**src/rtl/sd_cic_decim.sv**
```systemverilog
// Third-order (parameterisable) CIC decimator for the sd2 sigma-delta bitstream.
// Integrators run at the bit rate, combs run once per R clocks, and the result is scaled and saturated.
module sd_cic_decim #(
    parameter int ORDER  = 3,
    parameter int LOG2_R = 6,
    parameter int OUT_BW = 16
) (
    input  logic                     clk,
    input  logic                     rst,
    input  logic                     bs_in,
    output logic signed [OUT_BW-1:0] pcm_out,
    output logic                     pcm_valid,
    output logic [LOG2_R-1:0]        dec_cnt
);

    localparam int ACC_BW  = 2 + ORDER * LOG2_R;
    localparam int SHIFT   = ORDER * LOG2_R + 1 - OUT_BW;
    localparam int WIDE_BW = ACC_BW + OUT_BW;

    typedef logic signed [ACC_BW-1:0] acc_t;

    localparam acc_t                      X_POS   = {{(ACC_BW-1){1'b0}}, 1'b1};
    localparam acc_t                      X_NEG   = '1;
    localparam logic [LOG2_R-1:0]         CNT_MAX = '1;
    localparam logic signed [WIDE_BW-1:0] SAT_MAX = WIDE_BW'((2 ** (OUT_BW - 1)) - 1);
    localparam logic signed [WIDE_BW-1:0] SAT_MIN = ~SAT_MAX;

    acc_t integ_q [ORDER];
    acc_t integ_d [ORDER];
    // comb_q[0] is the decimated capture; comb_q[k] is the output of comb stage k
    acc_t comb_q  [ORDER];
    acc_t comb_d  [ORDER];
    acc_t dly_q   [ORDER];
    acc_t dly_d   [ORDER];

    logic [ORDER-1:0]         stage_vld_q, stage_vld_d;
    logic [LOG2_R-1:0]        dec_cnt_q, dec_cnt_d;
    logic signed [OUT_BW-1:0] pcm_out_q, pcm_out_d;
    logic                     pcm_valid_q, pcm_valid_d;

    acc_t                      x;
    acc_t                      comb_last;
    logic                      strobe;
    logic signed [WIDE_BW-1:0] comb_wide;
    logic signed [WIDE_BW-1:0] scaled;
    logic signed [OUT_BW-1:0]  sat_val;

    assign comb_wide = {{OUT_BW{comb_last[ACC_BW-1]}}, comb_last};

    generate
        if (SHIFT >= 0) begin : g_shift_right
            assign scaled = comb_wide >>> SHIFT;
        end else begin : g_shift_left
            assign scaled = comb_wide <<< (-SHIFT);
        end
    endgenerate

    always_comb begin
        sat_val = scaled[OUT_BW-1:0];
        if (scaled > SAT_MAX) begin
            sat_val = SAT_MAX[OUT_BW-1:0];
        end else if (scaled < SAT_MIN) begin
            sat_val = SAT_MIN[OUT_BW-1:0];
        end
    end

    // Integrators wrap freely; the matching combs cancel the overflow exactly.
    always_comb begin
        x          = bs_in ? X_POS : X_NEG;
        strobe     = (dec_cnt_q == CNT_MAX);
        dec_cnt_d  = dec_cnt_q + 1'b1;
        integ_d[0] = integ_q[0] + x;
        for (int k = 1; k < ORDER; k++) begin
            integ_d[k] = integ_q[k] + integ_q[k-1];
        end

        comb_d         = comb_q;
        dly_d          = dly_q;
        stage_vld_d[0] = strobe;
        for (int k = 1; k < ORDER; k++) begin
            stage_vld_d[k] = stage_vld_q[k-1];
        end
        if (strobe) begin
            comb_d[0] = integ_q[ORDER-1];
        end
        for (int k = 1; k < ORDER; k++) begin
            if (stage_vld_q[k-1]) begin
                comb_d[k]  = comb_q[k-1] - dly_q[k-1];
                dly_d[k-1] = comb_q[k-1];
            end
        end

        // The final comb feeds the output register directly to save a pipeline cycle.
        comb_last   = comb_q[ORDER-1] - dly_q[ORDER-1];
        pcm_valid_d = stage_vld_q[ORDER-1];
        pcm_out_d   = pcm_out_q;
        if (stage_vld_q[ORDER-1]) begin
            dly_d[ORDER-1] = comb_q[ORDER-1];
            pcm_out_d      = sat_val;
        end
    end

    always_ff @(posedge clk) begin
        if (rst) begin
            for (int k = 0; k < ORDER; k++) begin
                integ_q[k] <= '0;
                comb_q[k]  <= '0;
                dly_q[k]   <= '0;
            end
            stage_vld_q <= '0;
            dec_cnt_q   <= '0;
            pcm_out_q   <= '0;
            pcm_valid_q <= 1'b0;
        end else begin
            integ_q     <= integ_d;
            comb_q      <= comb_d;
            dly_q       <= dly_d;
            stage_vld_q <= stage_vld_d;
            dec_cnt_q   <= dec_cnt_d;
            pcm_out_q   <= pcm_out_d;
            pcm_valid_q <= pcm_valid_d;
        end
    end

    assign pcm_out   = pcm_out_q;
    assign pcm_valid = pcm_valid_q;
    assign dec_cnt   = dec_cnt_q;

endmodule

```
**config.mk**
```make
export PLATFORM = sky130hd
export DESIGN_NAME = sd_cic_decim
export DESIGN_NICKNAME = d
export VERILOG_FILES = /design/src/rtl/sd_cic_decim.sv
export SDC_FILE = /design/constraint.sdc
export NUM_CORES = 1
export LEC_CHECK = 0
export ABC_AREA = 1
export ABC_CLOCK_PERIOD_IN_PS = 2000
export CAP_MARGIN = 20
export CORE_MARGIN = 2
export CORE_UTILIZATION = 37
export DETAILED_ROUTE_END_ITERATION = 8
export GPL_ROUTABILITY_DRIVEN = 0
export GPL_TIMING_DRIVEN = 0
export PLACE_DENSITY = 0.65
export SLEW_MARGIN = 20
export SYNTH_ARGS = -nofsm -noshare
export SYNTH_HDL_FRONTEND = slang
export SYNTH_SLANG_ARGS = --single-unit
```
**constraint.sdc**
```tcl
create_clock -name clk -period 2 [get_ports clk]
set_input_delay 0.4 -clock clk [delete_from_list [all_inputs] [get_ports clk]]
set_output_delay 0.4 -clock clk [all_outputs]
set_load 0.01 [all_outputs]
```
==> impl_metrics.tcl <==
set metrics [dict create \
    synthArstFlopShare_pct 0 \
    required_ns 2.41 \
    n_antenna_cell 0 \
    port-buffer-count 25 \
    violations "setup timing" \
    cp-start-kind "flip-flop" \
    core_area_um2 34370 \
    firstDrtPassIters 7 \
    fin_util_pct 46.37 \
    ant_nets 0 \
    drive_gt1_share_pct 17.00 \
    hold_violations 0 \
    avgSynthCellArea_um2 6.862 \
    synth_compound_area_share_pct 22.67 \
    drcViolationCount 0 \
    synth-simple-area-share_pct 22.31 \
    synth_top_family_by_area "compound AO/OA/AOI/OAI gates" \
    grt_max_degree 13 \
    io-pin-count 26 \
    start_util_pct 37.39 \
    synth_cells 1873 \
    status "finished with violations" \
    overflow 0 \
    yosys_register_bits 206 \
    ctsHtreeMaxLevel 1 \
    stdcell_area_um2 15940 \
    syn2layout_area_growth_pct 24.02 \
    antenna_found_initial 1 \
    synth-adder-area-share_pct 11.78 \
    crit_fanout 5 \
    drt_iter0_markers 849 \
    yosys_warnings 0 \
    viasPerCell 5.272 \
    internal_power_mw 9.108 \
    finClkSkew_ns 0.01143 \
    power.share.clock_pct 32.5 \
    dieHeight_um 190.4 \
    num-fill-cells 3451 \
    cts_made_buffers 24 \
    max-clock-path-buffers 3 \
    worstMarginPinSlew_ns 0.7373 \
    setup_violations 8 \
    cts_tree "built" \
    synth_top_area_cell "dfxtp_1" \
    ys_seq_area_share_pct 32.09 \
    track_usage_pct 19.48 \
    final_common_cell "nand2_1" \
    p_leak_nw 7.161 \
    synth.top_cell.area_share_pct 32.09 \
    grt_pass1_vias 11930 \
    place_area_um2 13680 \
    switchingPower_mw 5.213 \
    combPwrFrac_pct 31.8 \
    synth-xor-area-share_pct 2.249 \
    num_vias 12820 \
    cts_root_buffer "clkbuf_16" \
    clkLatencyLatePin_ns 0.53 \
    nets 2080 \
    netSwitchingFraction_pct 36.40 \
    min_period_ns 2.027 \
    max_freq_mhz 493.4 \
    hp-class "in -> reg" \
    final_cell_mix "250 x nand2_1, 227 x inv_1, 218 x nor2_1" \
    path_clk_slew_ns 0.06 \
    powerDensity_nw_per_um2 898.5 \
    netlist_area_um2 12850 \
    startpoint "dly_q[15]" \
    power_frac_seq_pct 35.6 \
    hold_buffers 0 \
    synth_ff_type "dfxtp_1" \
    syn-num-nets 1994 \
    vdd_drop_max_v 0.0006559 \
    cts_sinks 206 \
    final-max-slew-violation-count 0 \
    dieArea_um2 36240 \
    routed_wl_um 36690 \
    netlist_top_cells_area "dfxtp_1 32%, ha_1 11%, a21oi_1 10%" \
    synth_enable_flop_cells 0 \
    hold_start "bs_in" \
    max_slew_margin_pct 50.85 \
    pre_cts_ws_ns -1.241 \
    max-cap-violations 0 \
    period_share_pct 101.3 \
    grt_pass1_wl_um 58440 \
    critical_path.reg2reg.startpoint "dly_q[15]" \
    synth_cell_types 40 \
    rsz0062_at_grt "yes" \
    num_rows 68 \
    wl_per_cell_um 15.09 \
    muxShareOfSynthArea_pct 0 \
    worst-endpoint-arrival_ns 2.44 \
    dpl.hpwl_um 27140 \
    path_class "reg -> reg" \
    die_w_um 190.4 \
    fin_ws_ns -0.02674 \
    cp-end-kind "flip-flop" \
]
[flip-flops by register name, summed over array words and instances (netlist names)]
register / cells
pcm_valid: 1
stage_vld_q: 3
dec_cnt: 6
pcm_out: 16
integ_q: 60
dly_q: 60
comb_q: 60
[synthesized netlist by cell type, types with 3 or more instances]
cell type    n
and2_1       8
nand2_2      8
fa_1         5
nand3_1     60
xor2_1      20
o21a_1       8
o221ai_1     4
a21oi_1    260
o21bai_1    14
o21ai_0    228
nand4_1     30
inv_1      246
nor2_1     233
ha_1       113
nand2_1    282
nor4_1       8
a31oi_1     11
xnor2_1     13
buf_1        4
nand3b_1     5
a21o_1       8
o21ai_1      6
dfxtp_1    206
o31ai_1     10
nand2_4      3
a21boi_0     3
clkbuf_1    42
nor3_1      16
[area by class of cell]
class                      count  area, um^2  area share [%]
tap                          455       569.3           3.572
clock buffer                  33       674.4           4.231
sequential                   206        4170           26.16
clock inverter                10       163.9           1.028
timing repair buffer          60       529.3           3.321
inverter                     248       934.6           5.864
multi-input combinational   1370        8680           54.45
buffer                        49       217.7           1.366
[path summary, 6_finish.rpt]
check / end / cells after the start / slack (ns)
max: pcm_out[10] / 13 / -0.03
min: integ_q[59] / 3 / 0.26
max reg2reg: pcm_out[10] / 13 / -0.03
min reg2reg: integ_q[40] / 1 / 0.44
[through the flow]
stage	instances	setup TNS (ns)	hold slack [ns]	power (mW)
floorplan	1873	-0.3452	0.4373	8.035
global placement	2353	-70.98	0.4417	9.011
detailed placement	2353	-74.63	0.4531	9.088
CTS	2406	0	0.4148	13.91
global route	2431	-1.802	0.3152	15.24
finish	2431	-0.07030	0.2597	14.32
[power groups by stage]
| stage | combinational [mW] | sequential (mW) | clock [mW] |
|---|---|---|---|
| after global routing | 5.22 | 5.13 | 4.89 |
| final | 4.56 | 5.10 | 4.66 |
| after global placement | 3.86 | 5.15 | 0 |
| after floorplan | 3.14 | 4.89 | 0 |
| after detailed placement | 3.93 | 5.16 | 0 |
| after CTS | 4.09 | 5.07 | 4.75 |
[routing by layer]
| layer | track usage (%) | share of wire (%) | vias to the layer above |
|---|---|---|---|
| met5 | 0 | 0.035 | - |
| met1 | 25.61 | 45 | 5960 |
| li1 | - | - | 6468 |
| met3 | 2.061 | 4.2 | 78 |
| met2 | 33.58 | 48 | 309 |
| met4 | 5.784 | 3.1 | 2 |
[worst max-delay path, cell delays in order (launching register included)]
cell and delay [ns]:
dfxtp_1 0.32, inv_2 0.05, ha_4 0.30, nand2_1 0.09, nor2_2 0.14, and2_4 0.17, nand3b_4 0.08, nand4_1 0.13
nand2_4 0.10, nor2_8 0.18, clkbuf_16 0.16, nor2_1 0.03, nor2_1 0.09, nor2_1 0.04
[repair_timing]
item | CTS | global route
resized for setup | 87 | 221
gates cloned | 0 | 1
pin swaps | 9 | 56
buffers inserted | 10 | 24
endpoints found under the setup margin | 67 | 70
[cell families after synthesis]
kind of cell,Yosys count
buffers and inverters,297
adder cells (fa/ha/maj),118
flip-flops,206
AND/OR/NAND/NOR,665
XOR/XNOR,33
AO/OA/AOI/OAI,554
Power figures use the tool's default switching activity.
